**config.mk**
```make
export PLATFORM = sky130hd
export DESIGN_NAME = avr_spi_slave_flat
export DESIGN_NICKNAME = d
export VERILOG_FILES = /design/src/rtl/avr_spi_slave_if.sv /design/src/rtl/avr_spi_slave.sv /design/src/flat_wrapper.sv
export SDC_FILE = /design/constraint.sdc
export NUM_CORES = 1
export LEC_CHECK = 0
export ABC_AREA = 1
export CAP_MARGIN = 10
export CORE_MARGIN = 5
export CORE_UTILIZATION = 51
export DETAILED_ROUTE_END_ITERATION = 16
export PLACE_DENSITY_LB_ADDON = 0.05
export SETUP_SLACK_MARGIN = 0.5
export SYNTH_ARGS = -nofsm -noshare
export SYNTH_HDL_FRONTEND = slang
export SYNTH_SLANG_ARGS = --single-unit
```
**constraint.sdc**
```tcl
create_clock -name clk -period 1.6 [get_ports clk]
set_input_delay 0.24 -clock clk [delete_from_list [all_inputs] [get_ports clk]]
set_output_delay 0.24 -clock clk [all_outputs]
set_load 0.03 [all_outputs]
```
**src/rtl/avr_spi_slave_if.sv**
```systemverilog
// AVR SPI slave link bundle: SPI pins, link-ready, tx fetch port and rx stream.
// AVR_SPI_OVERRUN_EN adds the sticky rx_overrun flag.
interface avr_spi_slave_if;
  logic       ready;
  logic       spi_ss;
  logic       spi_sck;
  logic       spi_mosi;
  logic       spi_miso;
  logic       miso_oe;
  logic [7:0] tx_data;
  logic       tx_ack;
  logic [7:0] rx_data;
  logic       rx_valid;
  logic       rx_ready;
`ifdef AVR_SPI_OVERRUN_EN
  logic       rx_overrun;
`endif

  modport slave (
    input  ready, spi_ss, spi_sck, spi_mosi, tx_data, rx_ready,
    output spi_miso, miso_oe, tx_ack, rx_data, rx_valid
`ifdef AVR_SPI_OVERRUN_EN
    , output rx_overrun
`endif
  );

  modport master (
    output ready, spi_ss, spi_sck, spi_mosi, tx_data, rx_ready,
    input  spi_miso, miso_oe, tx_ack, rx_data, rx_valid
`ifdef AVR_SPI_OVERRUN_EN
    , input rx_overrun
`endif
  );
endinterface

```
**src/rtl/avr_spi_slave.sv**
```systemverilog
// SPI mode-0 slave (MSB first) for the AVR-to-FPGA link, gated by the cclk ready signal.
// Define AVR_SPI_OVERRUN_EN to add the sticky rx_overrun output.
module avr_spi_slave #(
  parameter int unsigned SYNC_STAGES = 2
) (
  input  logic            clk,
  input  logic            rst,
  avr_spi_slave_if.slave  bus
);

  typedef enum logic {IDLE, XFER} state_t;

  state_t                 state, state_next;
  logic [SYNC_STAGES-1:0] ss_sr, sck_sr, mosi_sr;
  logic                   sck_prev;
  logic                   ss_sync, sck_sync, mosi_sync;
  logic                   act, sck_rise, sck_fall;

  logic [2:0]             bit_cnt;
  logic [7:0]             tx_shift, rx_shift, rx_next;
  logic [7:0]             rx_data;
  logic                   rx_valid;
  logic                   first_byte;

  logic                   enter, leave, load_tx, shift_tx, rise_en, first_clr;
  logic                   byte_done, accept;

  always_ff @(posedge clk) begin
    if (rst) begin
      ss_sr    <= '1;
      sck_sr   <= '0;
      mosi_sr  <= '0;
      sck_prev <= 1'b0;
    end else begin
      ss_sr    <= {ss_sr[SYNC_STAGES-2:0], bus.spi_ss};
      sck_sr   <= {sck_sr[SYNC_STAGES-2:0], bus.spi_sck};
      mosi_sr  <= {mosi_sr[SYNC_STAGES-2:0], bus.spi_mosi};
      sck_prev <= sck_sr[SYNC_STAGES-1];
    end
  end

  assign ss_sync   = ss_sr[SYNC_STAGES-1];
  assign sck_sync  = sck_sr[SYNC_STAGES-1];
  assign mosi_sync = mosi_sr[SYNC_STAGES-1];
  assign act       = bus.ready & ~ss_sync;
  assign sck_rise  = sck_sync & ~sck_prev;
  assign sck_fall  = ~sck_sync & sck_prev;
  assign rx_next   = {rx_shift[6:0], mosi_sync};
  assign byte_done = rise_en && (bit_cnt == 3'd7);
  assign accept    = rx_valid && bus.rx_ready;

  always_ff @(posedge clk) begin
    if (rst) state <= IDLE;
    else     state <= state_next;
  end

  always_comb begin
    state_next = state;
    enter      = 1'b0;
    leave      = 1'b0;
    load_tx    = 1'b0;
    shift_tx   = 1'b0;
    rise_en    = 1'b0;
    first_clr  = 1'b0;
    case (state)
      IDLE: begin
        if (act) begin
          state_next = XFER;
          enter      = 1'b1;
          load_tx    = 1'b1;
        end
      end
      XFER: begin
        if (!act) begin
          state_next = IDLE;
          leave      = 1'b1;
        end else begin
          if (sck_rise) begin
            rise_en   = 1'b1;
            first_clr = 1'b1;
          end
          // A byte boundary on the very first fall was already served at select time.
          if (sck_fall) begin
            if (bit_cnt != 3'd0) shift_tx = 1'b1;
            else if (first_byte) first_clr = 1'b1;
            else load_tx = 1'b1;
          end
        end
      end
      default: state_next = IDLE;
    endcase
  end

  always_ff @(posedge clk) begin
    if (rst) begin
      bit_cnt    <= '0;
      tx_shift   <= '0;
      rx_shift   <= '0;
      first_byte <= 1'b0;
    end else begin
      if (enter || leave) bit_cnt <= '0;
      else if (rise_en)   bit_cnt <= bit_cnt + 3'd1;

      if (rise_en) rx_shift <= rx_next;

      if (enter)          first_byte <= 1'b1;
      else if (first_clr) first_byte <= 1'b0;

      if (load_tx)       tx_shift <= bus.tx_data;
      else if (shift_tx) tx_shift <= {tx_shift[6:0], 1'b0};
    end
  end

  // A new byte outranks the consumer handshake, so overrun keeps the newest byte.
  always_ff @(posedge clk) begin
    if (rst) begin
      rx_data  <= '0;
      rx_valid <= 1'b0;
    end else if (!bus.ready) begin
      rx_valid <= 1'b0;
    end else if (byte_done) begin
      rx_data  <= rx_next;
      rx_valid <= 1'b1;
    end else if (accept) begin
      rx_valid <= 1'b0;
    end
  end

`ifdef AVR_SPI_OVERRUN_EN
  logic rx_overrun;

  always_ff @(posedge clk) begin
    if (rst || !bus.ready)                         rx_overrun <= 1'b0;
    else if (byte_done && rx_valid && !bus.rx_ready) rx_overrun <= 1'b1;
    else if (accept)                               rx_overrun <= 1'b0;
  end

  assign bus.rx_overrun = rx_overrun;
`endif

  assign bus.spi_miso = tx_shift[7];
  assign bus.miso_oe  = (state == XFER);
  assign bus.tx_ack   = load_tx & ~rst;
  assign bus.rx_data  = rx_data;
  assign bus.rx_valid = rx_valid;

endmodule

```
**src/flat_wrapper.sv**
```systemverilog
// flat-port wrapper written by rule: the top's interface ports become plain ports
module avr_spi_slave_flat 
#(
  parameter int unsigned SYNC_STAGES = 2
)
  (clk, rst, bus_ready, bus_spi_ss, bus_spi_sck, bus_spi_mosi, bus_tx_data, bus_rx_ready, bus_spi_miso, bus_miso_oe, bus_tx_ack, bus_rx_data, bus_rx_valid);
  avr_spi_slave_if bus_i ();
  input  logic clk;
  input  logic rst;
  input wire logic [$bits(bus_i.ready)-1:0] bus_ready;
  input wire logic [$bits(bus_i.spi_ss)-1:0] bus_spi_ss;
  input wire logic [$bits(bus_i.spi_sck)-1:0] bus_spi_sck;
  input wire logic [$bits(bus_i.spi_mosi)-1:0] bus_spi_mosi;
  input wire logic [$bits(bus_i.tx_data)-1:0] bus_tx_data;
  input wire logic [$bits(bus_i.rx_ready)-1:0] bus_rx_ready;
  output wire logic [$bits(bus_i.spi_miso)-1:0] bus_spi_miso;
  output wire logic [$bits(bus_i.miso_oe)-1:0] bus_miso_oe;
  output wire logic [$bits(bus_i.tx_ack)-1:0] bus_tx_ack;
  output wire logic [$bits(bus_i.rx_data)-1:0] bus_rx_data;
  output wire logic [$bits(bus_i.rx_valid)-1:0] bus_rx_valid;
  assign bus_i.ready = bus_ready;
  assign bus_i.spi_ss = bus_spi_ss;
  assign bus_i.spi_sck = bus_spi_sck;
  assign bus_i.spi_mosi = bus_spi_mosi;
  assign bus_i.tx_data = bus_tx_data;
  assign bus_i.rx_ready = bus_rx_ready;
  assign bus_spi_miso = bus_i.spi_miso;
  assign bus_miso_oe = bus_i.miso_oe;
  assign bus_tx_ack = bus_i.tx_ack;
  assign bus_rx_data = bus_i.rx_data;
  assign bus_rx_valid = bus_i.rx_valid;
  avr_spi_slave #(.SYNC_STAGES(SYNC_STAGES)) u_core (.clk(clk), .rst(rst), .bus(bus_i));
endmodule
```
==> summary.md, run 1 <==
| Metric | Value |
|---|---|
| Complex-gate fraction of the synthesized area | 0.137 |
| GP Congestion | 0.760 |
| CTS tree | built |
| Post-DP HPWL | 2260 um |
| First-pass GRT wire length | 6250 um |
| Post-Synth Adder-Cell Area | 0.0334 |
| Final critical-path required period | 1620 ps |
| Worst-path clk slew | 100 ps |
| Total Wirelength | 3560 um |
| Async SR Flop Fraction | 0 |
| Crit Path Class | flip-flop to output pin |
| Xor/xnor share of the synthesized area | 0 |
| Sequential share of the synthesized area | 0.480 |
| Finished layout cell area | 2130 um^2 |
| Crit path max-delay family | flip-flops |
| Die W | 64.2 um |
| Fin crit share | 1.01 |
| Dpl cell area | 1850 um^2 |
| ANT cells | 0 |
| Core area | 2780 um^2 |
| Total gr overflow | 0 |
| CTS sink cnt | 36 |
| Fillers | 203 |
| CP max FO | 2 |
| Final Hold Fails | 0 |
| CTS Buf Count | 5 |
| PwrDens | 728 nW/um^2 |
| Final Max Tran Viols | 0 |
| Starting Density | 0.539 |
| Synth top area cells | dfxtp_1 (48%), nor2_1 (11%), inv_1 (7.0%) |
| Worst Path Arrival | 1380 ps |
| Clk_lat worst skew | 340 ps |
| Peak VDD IR | 0.000782 V |
| Worst Path Buf+Inv | 2 |
| Share of cells above drive strength 1 | 0.343 |
| Top-count cell post-synth | nor2_1 |
| RSZ-0062 raised after global routing | true |
| Mapped Nets | 212 |
| Worst-Margin Slew | 262 ps |
| Area leader, netlist | dfxtp_1 |
| GRT met2 Usage | 0.338 |
| Detail Route Antenna Nets | 0 |
| Die ar. | 4130 um^2 |
| Total number of vias | 1,360 |
| YS warnings | 0 |
| Vias in the first global route | 1,416 |
| Post-synthesis cell count | 193 |
| Crit end category | output pin |
| Area grow syn2layout | 41.8% |
| Post-synth top cells | nor2_1 (42), dfxtp_1 (36), inv_1 (28) |
| Area of the multi-input gates | 732 um^2 |
| Drt first pass iters | 4 |
| Skew final | 8.43 ps |
| Area share of the largest cell type after synthesis | 0.480 |
| Mux cell area share after synthesis | 0 |
| Cell mode on critical path | nand2_4 |
| Die Y | 64.2 um |
| Startpoint Class | flip-flop |
| Unique masters post-synth | 22 |
| Syn_area_per_cell | 7.77 um^2 |
| Pleak | 0.931 nW |
| Slowest-stage cell, CP | dfxtp_2 |
| Main synth FF type | dfxtp_1 |
| Met3 Use GR | 0.0438 |
| Storage cell area | 737 um^2 |
| GR Util All Layers | 0.191 |
| Max Clk Rate | 617 MHz |
| Status | finished with violations |
| Worst r2r src | u_core.bit_cnt[0]$_SDFFE_PP0P_ |
| Pin count of the biggest net entering global routing | 21 |
| # setup viols final | 1 |
| Global route hottest layer | met2 |
| Via density | 4.98 |
| Simple-Gate Fraction of Synth Area | 0.246 |
| Hold Crit Class | flip-flop to flip-flop |
| Worst setup startpoint | u_core.bit_cnt[0]$_SDFFE_PP0P_ |
| Slew margin rel. | 0.825 |
| # rows | 19 |
| Per-cell routed wire length | 13.0 um |
| Antenna violations before repair | 0 |
| Crit path largest cell delay | 350 ps |
| I/O pin cnt | 27 |
| Largest family of logic cells by synthesized area | simple AND/OR/NAND/NOR gates |
| Starting DRT DRC Count | 57 |
| Fin nets | 260 |
| Hold_buf cts | 0 |
| Number of port buffers | 26 |
| Failing checks | negative setup slack |
| Post-synth EDFFs | 0 |
| CTS root buf | clkbuf_4 |
| Residual DRC | 0 |
| Worst slack at placement | -81.2 ps |
| Worst setup margin | -20.0 ps |
| Maximum buffer depth of the clock tree | 2 |
| Hold Crit Start | u_core.mosi_sr[0]$_SDFF_PP0_ |
| MaxCap Viol Count | 0 |
| Critical-path cell list | inv_2 -> ha_4 -> nand2_4 -> nor2_4 -> nand2_4 -> a21oi_4 -> buf_6 |
| GRT met1 Usage | 0.217 |
| CP required | 1360 ps |
| H-Tree Depth | 2 |
| Yosys reg bits | 36 |
| Synthesized area | 1500 um^2 |
-- power breakdown --
part           total (mW)  internal (mW)  switching, mW  leakage [nW]
Clock               0.507          0.217          0.290        0.0326
Sequential          0.917          0.910        0.00713         0.298
Combinational       0.124         0.0632         0.0610         0.600
-- worst min-delay path: cells and delay by family (launching register included) --
kind | cells | cell delay, ps
AND/OR/NAND/NOR | 1 | 30
flip-flops | 1 | 310
buffers and inverters | 1 | 40
-- per-layer routing --
metal,share of wire,wire length (um)
met1,0.41,1450
met5,0,0
met4,0.018,63
met3,0.046,164
met2,0.53,1880
-- stage by stage --
stage | hold WS, ps | setup TNS, ps | cells | util | power, mW
4_1_cts | 405 | -48.3 | 270 | 0.742 | 1.55
5_1_grt | 418 | -553 | 273 | 0.765 | 1.64
3_5_place_dp | 401 | -373 | 252 | 0.666 | 1.05
2_1_floorplan | 318 | 0 | 193 | - | 0.997
3_3_place_gp | 395 | -23.4 | 252 | 0.666 | 1.05
6_report | 414 | -20.0 | 273 | 0.765 | 1.55
-- placed cells by master (no fill, tap or decap), types with 3 or more instances in the layout --
cell              n
dfxtp_2          10
o21ai_1          14
buf_6            16
nand2_4           4
a211oi_1          4
inv_2             5
buf_4            17
nor2_4            3
inv_1            22
o21ai_0           3
nor2_1           39
clkbuf_4          5
clkdlybuf4s50_1  13
nand3_4           3
a21oi_1          11
nand2_1          22
dfxtp_1          25
-- cell families after synthesis --
| logic type | Yosys count |
|---|---|
| DFF | 36 |
| adders and majority gates | 4 |
| AOI/OAI and AO/OA | 38 |
| buffers and inverters | 36 |
| and+or+nand+nor | 79 |
-- layout make-up --
class                           count  share of cell area
Sequential cell                    36               0.346
Inverter                           29              0.0535
Clock buffer                        8              0.0276
Tap cell                           31              0.0182
Timing Repair Buffer               47               0.210
Multi-Input combinational cell    122               0.344
-- sequential cells by signal, summed over array words and instances, names as in the netlist --
name,flops
u_core.bit_cnt,3
u_core.bus.miso_oe,1
u_core.bus.rx_data,8
u_core.bus.rx_valid,1
u_core.first_byte,1
u_core.mosi_sr,2
u_core.rx_shift,7
u_core.sck_prev,1
u_core.sck_sr,2
u_core.ss_sr,2
u_core.tx_shift,8
-- worst paths after layout --
check	endpoint	slack [ps]	depth (start not counted)
min reg2reg	u_core.mosi_sr[1]$_SDFF_PP0_	410	2
min	u_core.mosi_sr[1]$_SDFF_PP0_	410	2
max	bus_tx_ack	-20	7
max reg2reg	u_core.tx_shift[7]$_SDFFE_PP0P_	30	10
-- timing repair --
| action | 4_1_cts | 5_1_grt |
|---|---|---|
| setup endpoints to repair | 40 | 40 |
| cloned | 1 | 0 |
| resized for setup | 99 | 14 |
| setup buffers | 9 | 3 |
| pin swaps | 5 | 4 |
(Power assumes the default switching activity.)
==> inputs of run 2 (changes only) <==
Settings changed: CAP_MARGIN 10 to default.
==> results of run 2 <==
The final DEF is identical to that of run 1; final timing and power are the same.
